### src/rtl/iter_divider.sv
// Iterative restoring divide/remainder unit for RV64M execute.
// Handles DIV/DIVU/REM/REMU and their W-mode variants with valid/ready and flush.
module iter_divider #(
  parameter int WIDTH     = 64,
  parameter int STEP_BITS = 1
) (
  input  logic             clk,
  input  logic             resetn,
  input  logic             in_valid,
  output logic             in_ready,
  input  logic [WIDTH-1:0] a,
  input  logic [WIDTH-1:0] b,
  input  logic             op_w,
  input  logic             op_rem,
  input  logic             op_unsigned,
  input  logic             flush,
  output logic             out_valid,
  input  logic             out_ready,
  output logic [WIDTH-1:0] result,
  output logic             busy
);

  localparam int HALF = WIDTH / 2;
  localparam int RW   = WIDTH + STEP_BITS;
  localparam int CW   = $clog2(WIDTH / STEP_BITS);
  localparam logic [CW-1:0] LAST_F = CW'(WIDTH / STEP_BITS - 1);
  localparam logic [CW-1:0] LAST_W = CW'(HALF / STEP_BITS - 1);

  typedef enum logic [2:0] {
    S_IDLE, S_PREP, S_RUN, S_FIX, S_DONE
  } state_t;

  state_t state, state_nx;

  logic [WIDTH-1:0] a_q, b_q;
  logic [WIDTH-1:0] quo, div;
  logic [RW-1:0]    rem_q;
  logic [CW-1:0]    cnt;
  logic             w_q, rem_q_sel, uns_q;
  logic             q_neg, r_neg;

  logic             accept;
  logic             last;
  logic [WIDTH-1:0] a_ext, b_ext, a_sx, min_ext;
  logic [WIDTH-1:0] mag_a, mag_b;
  logic             sa, sb;
  logic             b_zero, ovf, special;
  logic [WIDTH-1:0] spec_res;
  logic [WIDTH-1:0] q_step;
  logic [RW-1:0]    r_step;
  logic [WIDTH-1:0] q_val, r_val, sel, fix_res;

  assign in_ready  = (state == S_IDLE);
  assign busy      = (state != S_IDLE);
  assign out_valid = (state == S_DONE);
  assign accept    = in_valid & in_ready & ~flush;
  assign last      = (cnt == (w_q ? LAST_W : LAST_F));

  // Operand conditioning for the PREP cycle
  always_comb begin
    a_sx = w_q ? {{HALF{a_q[HALF-1]}}, a_q[HALF-1:0]} : a_q;
    if (w_q && uns_q) begin
      a_ext = {{HALF{1'b0}}, a_q[HALF-1:0]};
      b_ext = {{HALF{1'b0}}, b_q[HALF-1:0]};
    end else if (w_q) begin
      a_ext = a_sx;
      b_ext = {{HALF{b_q[HALF-1]}}, b_q[HALF-1:0]};
    end else begin
      a_ext = a_q;
      b_ext = b_q;
    end
    min_ext = w_q ? {{(HALF+1){1'b1}}, {(HALF-1){1'b0}}}
                  : {1'b1, {(WIDTH-1){1'b0}}};
    sa      = ~uns_q & a_ext[WIDTH-1];
    sb      = ~uns_q & b_ext[WIDTH-1];
    mag_a   = sa ? -a_ext : a_ext;
    mag_b   = sb ? -b_ext : b_ext;
    b_zero  = (b_ext == '0);
    ovf     = ~uns_q & (a_ext == min_ext) & (b_ext == '1);
    special = b_zero | ovf;
    if (b_zero) spec_res = rem_q_sel ? a_sx : '1;
    else        spec_res = rem_q_sel ? '0 : a_ext;
  end

  // STEP_BITS restoring iterations per RUN cycle
  always_comb begin
    q_step = quo;
    r_step = rem_q;
    for (int i = 0; i < STEP_BITS; i++) begin
      r_step = {r_step[RW-2:0], q_step[WIDTH-1]};
      q_step = {q_step[WIDTH-2:0], 1'b0};
      if (r_step >= {{STEP_BITS{1'b0}}, div}) begin
        r_step    = r_step - {{STEP_BITS{1'b0}}, div};
        q_step[0] = 1'b1;
      end
    end
  end

  always_comb begin
    q_val   = q_neg ? -quo : quo;
    r_val   = r_neg ? -rem_q[WIDTH-1:0] : rem_q[WIDTH-1:0];
    sel     = rem_q_sel ? r_val : q_val;
    fix_res = w_q ? {{HALF{sel[HALF-1]}}, sel[HALF-1:0]} : sel;
  end

  always_comb begin
    state_nx = state;
    unique case (state)
      S_IDLE: if (accept) state_nx = S_PREP;
      S_PREP: state_nx = special ? S_DONE : S_RUN;
      S_RUN:  if (last) state_nx = S_FIX;
      S_FIX:  state_nx = S_DONE;
      S_DONE: if (out_ready) state_nx = S_IDLE;
      default: state_nx = S_IDLE;
    endcase
    if (flush) state_nx = S_IDLE;
  end

  always_ff @(posedge clk or negedge resetn) begin
    if (!resetn) state <= S_IDLE;
    else         state <= state_nx;
  end

  always_ff @(posedge clk or negedge resetn) begin
    if (!resetn) begin
      a_q       <= '0;
      b_q       <= '0;
      w_q       <= 1'b0;
      rem_q_sel <= 1'b0;
      uns_q     <= 1'b0;
      quo       <= '0;
      div       <= '0;
      rem_q     <= '0;
      cnt       <= '0;
      q_neg     <= 1'b0;
      r_neg     <= 1'b0;
      result    <= '0;
    end else begin
      if (accept) begin
        a_q       <= a;
        b_q       <= b;
        w_q       <= op_w;
        rem_q_sel <= op_rem;
        uns_q     <= op_unsigned;
      end
      unique case (state)
        S_PREP: begin
          quo   <= w_q ? {mag_a[HALF-1:0], {HALF{1'b0}}} : mag_a;
          div   <= mag_b;
          rem_q <= '0;
          cnt   <= '0;
          q_neg <= sa ^ sb;
          r_neg <= sa;
          if (special && !flush) result <= spec_res;
        end
        S_RUN: begin
          quo   <= q_step;
          rem_q <= r_step;
          cnt   <= last ? '0 : cnt + CW'(1);
        end
        S_FIX: if (!flush) result <= fix_res;
        default: ;
      endcase
    end
  end

endmodule
### config.mk
export PLATFORM = sky130hd
export DESIGN_NAME = iter_divider
export DESIGN_NICKNAME = d
export VERILOG_FILES = /design/src/rtl/iter_divider.sv
export SDC_FILE = /design/constraint.sdc
export NUM_CORES = 1
export LEC_CHECK = 0
export BUFFER_PORTS_ARGS = -buffer_cell sky130_fd_sc_hd__buf_2
export CAP_MARGIN = 20
export CORE_ASPECT_RATIO = 0.8
export CORE_MARGIN = 2
export CORE_UTILIZATION = 40
export CTS_CLUSTER_DIAMETER = 150
export CTS_CLUSTER_SIZE = 10
export DETAILED_ROUTE_END_ITERATION = 12
export GPL_ROUTABILITY_DRIVEN = 0
export PLACE_DENSITY = 0.67
export SKIP_LAST_GASP = 1
export SYNTH_ARGS = -nofsm -noshare
export SYNTH_HDL_FRONTEND = slang
export SYNTH_SLANG_ARGS = --single-unit
### constraint.sdc
create_clock -name clk -period 4.5 [get_ports clk]
set_clock_uncertainty 0.2 [all_clocks]
set_input_delay 0.9 -clock clk [delete_from_list [all_inputs] [get_ports clk]]
set_output_delay 0.9 -clock clk [all_outputs]
set_load 0.01 [all_outputs]
Word level (Yosys, flattened, before mapping):

Index checks and enable logic that the tools add are counted.

* register bits: 398
* latch bits: 0
* memory bits (writable): 0
* memory bits (read-only): 0
* input port bits: 136
* output and inout bits: 67
* word-level logic and storage cells: 84
* memories kept: 0

* $add $sub $neg: 6
* $mul: 0
* div/mod/pow operators: 0
* order comparisons: 1
* equal/unequal tests: 12
* shift operators: 0
* muxes and demuxes: 32
* bitwise gates (word level): 10
* reduce and logical (&&, ||, !) cells: 10

Operator list (count)
* $mux W64: 18
* $pmux W64 S2: 3
* $neg A64 Y64: 4
* $ge A65 B64 Y1: 1
* $eq A64 B64 Y1: 1
* $eq A64 B64 Y1 const B: 1
* $logic_not A64 Y1: 1
* $sub A64 B64 Y64: 1
* $mux W63: 1
* $mux W3: 5
* $pmux W3 S5: 1
* $mux W6: 2
* $pmux W6 S2: 1
* $add A6 B1 Y6 const B: 1
* $and A1 B1 Y1: 6
* $eq A3 B2 Y1 const B: 2
* $eq A6 B6 Y1: 1
* $reduce_and A3 Y1: 2
* $ne A2 B2 Y1 const B: 2
* $reduce_bool A2 Y1: 2
* $eq A3 B1 Y1 const B: 1
* $eq A3 B3 Y1 const B: 1
* $logic_not A3 Y1: 1
* $ne A3 B1 Y1 const B: 1
* 9 further kinds: 11

Longest topological paths before layout:

* word-level depth: 10
* depth in mapped cells: 16
* depth with buffers taken out: 15

Least setup slack after synthesis:

No wires, ideal clock.

* path kind: flip-flop to flip-flop
* start: register quo[10]
* end: register result[61]
* library setup time: 0.095 ns
* arrival: 3.584 ns
* required time: 4.205 ns
* path slack: 0.621 ns
* stages on the path, launching flop included: 13
* buffers on the path: 1
* clock period less this slack: 3.879 ns
* cell sequence: dfrtp_1 -> or4_4 -> or4_4 -> or4_4 -> nand3b_4 -> or2_1 -> or4_1 -> buf_6 -> o31ai_1 -> xor2_1 -> o22ai_1 -> nor2_1 -> o31ai_1

* longest elaborated chain between the ends: 6

RTL lines
* from (decl): RTL line 36 `logic [WIDTH-1:0] quo, div;`
* from (signal assigned): RTL line 148 `quo <= w_q ? {mag_a[HALF-1:0], {HALF{1'b0}}} : mag_a;`
* from (signal assigned): RTL line 157 `quo <= q_step;`
* $neg A64 Y64: RTL line 100 `q_val = q_neg ? -quo : quo;`
* $mux W64: RTL line 100
* $mux W64: RTL line 102 `sel = rem_q_sel ? r_val : q_val;`
* $mux W64: RTL line 103 `fix_res = w_q ? {{HALF{sel[HALF-1]}}, sel[HALF-1:0]} : sel;`
* $mux W64: RTL line 161 `S_FIX: if (!flush) result <= fix_res;`
* $pmux W64 S2: RTL line 146 `unique case (state)`
* to (signal assigned): RTL line 154 `if (special && !flush) result <= spec_res;`
* to (signal assigned): RTL line 161
* to (decl): RTL line 19 `output logic [WIDTH-1:0] result,`

No other way between the ends. The select of a mux whose other input is x is not followed.
A chain may end at the register's enable or synchronous reset.

Final worst setup path:

* start: register rem_q[0]
* end: register result[38]

* longest elaborated chain between the ends: 6

RTL lines
* from (decl): RTL line 37 `logic [RW-1:0] rem_q;`
* from (signal assigned): RTL line 158 `rem_q <= r_step;`
* $neg A64 Y64: RTL line 101 `r_val = r_neg ? -rem_q[WIDTH-1:0] : rem_q[WIDTH-1:0];`
* $mux W64: RTL line 101
* $mux W64: RTL line 102
* $mux W64: RTL line 103
* $mux W64: RTL line 161
* $pmux W64 S2: RTL line 146

No other way between the ends. The select of a mux whose other input is x is not followed.

==> reports/summary.txt <==
=====================================================================================
Die Span Y .............................................................       238 um
Post CTS Setup Buffer Count ............................................            0
Crit path capture type .................................................    flip-flop
Clock root buffer master ...............................................    clkbuf_16
Area contributors post-synth ........................................... dfrtp_1, o21ai_0, mux2_2, xor2_1, nand2_1
Setup Total Neg Slack ..................................................         0 ns
Core Footprint .........................................................   0.0674 mm2
Hold Buf Count CTS .....................................................            0
Complex-gate fraction of the synthesized area ..........................        0.227
Max Cap Violations .....................................................            0
Run status ............................................................. complete, no violations
R2R Setup Slk ..........................................................      0.13 ns
Post-synth design cell area ............................................   0.0273 mm2
Post-Synth Adder-Cell Area .............................................       0.0438
Max rail drop VDD ......................................................       731 uV
Reg2Reg Depth ..........................................................           12
Final Hold Vio Count ...................................................            0
Leak ...................................................................      13.3 nW
Max-slew violation count ...............................................            0
Fraction of synthesized area in multiplexers ...........................       0.0731
Most instantiated library cell after synthesis .........................      dfrtp_1
Clock-pin slew of the registers on the worst-case setup and hold paths .      0.07 ns
Final instance area ....................................................   0.0307 mm2
Post-place instance area ...............................................   0.0295 mm2
Flip-flop and latch count after synthesis ..............................          398
Overall fraction of global-route tracks in use .........................        0.259
Initial drt markers ....................................................        3,179
Inserted Clock Buffers .................................................           45
Port Buffers ...........................................................          202
Average footprint of a synthesized cell ................................     8.65 um2
RSZ-0062 raised after global routing ...................................        false
Number of clock sinks ..................................................          398
Simple-gate portion of the synthesized area ............................        0.146
Crit path kind ......................................................... flip-flop to flip-flop
Post-route DRC violation count .........................................            0
Fin nets ...............................................................        3,504
Total wirelength of the detailed-routed design .........................    92,800 um
Critical Path RT .......................................................      4.79 ns
Arrival time worst endpoint ............................................      4.65 ns
Sequential share of the synthesized area ...............................        0.365
Power density of the placed cells ......................................   911 mW/mm2
Number of filler cells placed in the layout ............................        6,653
Die width ..............................................................       296 um
Clock Path Buffers .....................................................            3
YS warnings ............................................................            0
Synthesized instance count .............................................        3,158
Worst relative slew slack ..............................................        0.326
Insertion delay to the later sink of the worst-skew pair ...............      0.60 ns
Wire length per cell after detailed routing ............................      22.0 um
DR vias/cell ...........................................................         5.97
Total number of vias ...................................................       25,100
HPWL after detailed placement ..........................................    69,300 um
Pin count of the biggest net entering global routing ...................          132
Crit path max fanout ...................................................            7
Number of I/O pins .....................................................          203
Cell row count .........................................................           85
Setup Viol. Count Final ................................................            0
Xor/xnor cell area share of the yosys netlist ..........................       0.0959
Number of flops mapped to enable cells by yosys ........................            0
Min Tclk post-route ....................................................      4.37 ns
Leading register cell type out of synthesis ............................      dfrtp_1
Share of async-settable or async-resettable flops after synthesis ......         1.00
Area share of the largest cell type after synthesis ....................        0.365
Initial antenna violation count ........................................            1
Final ANT Viol Nets ....................................................            0
Library cell with the largest summed area after synthesis ..............      dfrtp_1
Number of levels the H-tree was split into .............................            2
Congestion Overflow GR .................................................            0
Area grow syn2layout ...................................................        12.4%
Final critical-path share of the clock period ..........................        0.971
Share of cells above drive strength 1 ..................................        0.160
Die area ...............................................................   0.0704 mm2
First-pass GRT wire length .............................................   141,000 um
Post-cts resize count ..................................................            0
Starting Density .......................................................        0.405
Syn_nets ...............................................................        3,365
Combinational family with the most area after synthesis ................ compound AO/OA/AOI/OAI gates
First-pass DRT Iterations ..............................................            6
Antenna diode count ....................................................            0
Most numerous cell types in the synthesized netlist .................... dfrtp_1, o21ai_0, nand2_1
Distinct cell type count after synthesis ...............................           79
Type of element launching the critical path ............................    flip-flop
Worst Tran Pin Value ...................................................      1.01 ns
CTS tree ...............................................................          yes
Class of the most critical hold timing path ............................ input pin to async pin
Maximum achievable frequency ...........................................      229 MHz
Number of global-route vias before repair ..............................       23,300
=====================================================================================
[cell type report]
class                           count  area [um2]  share of cell area
Clock inverter                      2        17.5            0.000571
Multi-Input combinational cell   2437       16100               0.525
Tap cell                          913        1140              0.0372
Timing Repair Buffer              295        1840              0.0601
Sequential cell                   398        9960               0.325
Clock buffer                       49        1150              0.0375
Inverter                          120         450              0.0147
[layout by cell type, fill, tap and decap left out, drive strengths merged, types with 16 or more instances in the layout]
master | netlist | layout
o31ai | 88 | 88
nor2 | 199 | 199
xor2 | 159 | 159
or4 | 37 | 37
o221ai | 17 | 17
mux2i | 51 | 51
nand2 | 344 | 344
a22oi | 63 | 63
ha | 70 | 70
maj3 | 30 | 30
nor2b | 16 | 16
o21ai | 352 | 352
clkbuf | 176 | 49
a31oi | 26 | 26
buf | 26 | 295
a21boi | 19 | 19
o21bai | 16 | 16
nor3 | 36 | 36
o22ai | 20 | 20
a21o | 38 | 38
inv | 118 | 120
nand3 | 42 | 42
o41ai | 30 | 30
a21oi | 232 | 232
nand4 | 35 | 35
xnor2 | 140 | 140
mux2 | 132 | 132
dfrtp | 398 | 398
a211oi | 38 | 38
or3 | 30 | 30
nor4 | 36 | 36
[path summary, 6_finish.rpt]
kind / start / endpoint
max in group asynchronous: resetn / b_q[22]
hold reg to reg: result[11] / result[11]
hold / removal: resetn / b_q[11]
min in group clk: result[11] / result[11]
setup / recovery: rem_q[0] / result[38]
setup reg to reg: rem_q[0] / result[38]
[power by group]
group / internal [mW] / switching, mW
combinational: 6.63 / 10.6
clock: 1.78 / 1.51
sequential: 5.07 / 2.33
total: 13.5 / 14.5
[layer usage]
layer / track usage / vias up / routed length, um
li1: - / 11700 / -
met1: 0.385 / 12100 / 41900
met2: 0.374 / 1225 / 38800
met3: 0.0612 / 167 / 9540
met4: 0.0678 / 2 / 2450
met5: 0 / - / 13
[through the flow]
step | total power, mW | instances | hold slack, ns | setup WS (ns) | utilization
floorplan | 13.4 | 3158 | 0.250 | 0.621 | -
global placement | 23.9 | 4163 | 0.259 | 0.296 | 0.437
detailed placement | 24.0 | 4163 | 0.265 | 0.246 | 0.437
CTS | 27.5 | 4214 | 0.207 | 0.215 | 0.455
global route | 29.9 | 4214 | 0.231 | 0.0220 | 0.455
finish | 28.0 | 4214 | 0.149 | 0.132 | 0.455
[critical path, cell delays in order (launching register included)]
cell and delay (ns):
dfrtp_1 0.46, inv_1 0.11, ha_1 0.19, or4b_2 0.64, or4_1 0.54, nor2_1 0.33
nand2_1 0.19, or4_1 0.47, o21ai_0 0.22, xor2_1 0.13, a211oi_2 0.35, nor2_1 0.09
o31ai_1 0.33
[cells by family after synthesis]
logic type                 after synthesis
DFF                                    398
AOI/OAI and AO/OA                     1007
adders and majority gates              101
xor gates and xnor gates               299
buffers and inverters                  323
and+or+nand+nor                        847
muxes                                  183
[state kept, by name, indices dropped and copies added (netlist names)]
register / count
rem_q: 64
cnt: 6
div: 64
a_q: 64
uns_q: 1
rem_q_sel: 1
w_q: 1
state: 3
quo: 64
q_neg: 1
result: 64
r_neg: 1
b_q: 64
(Power assumes the default switching activity.)
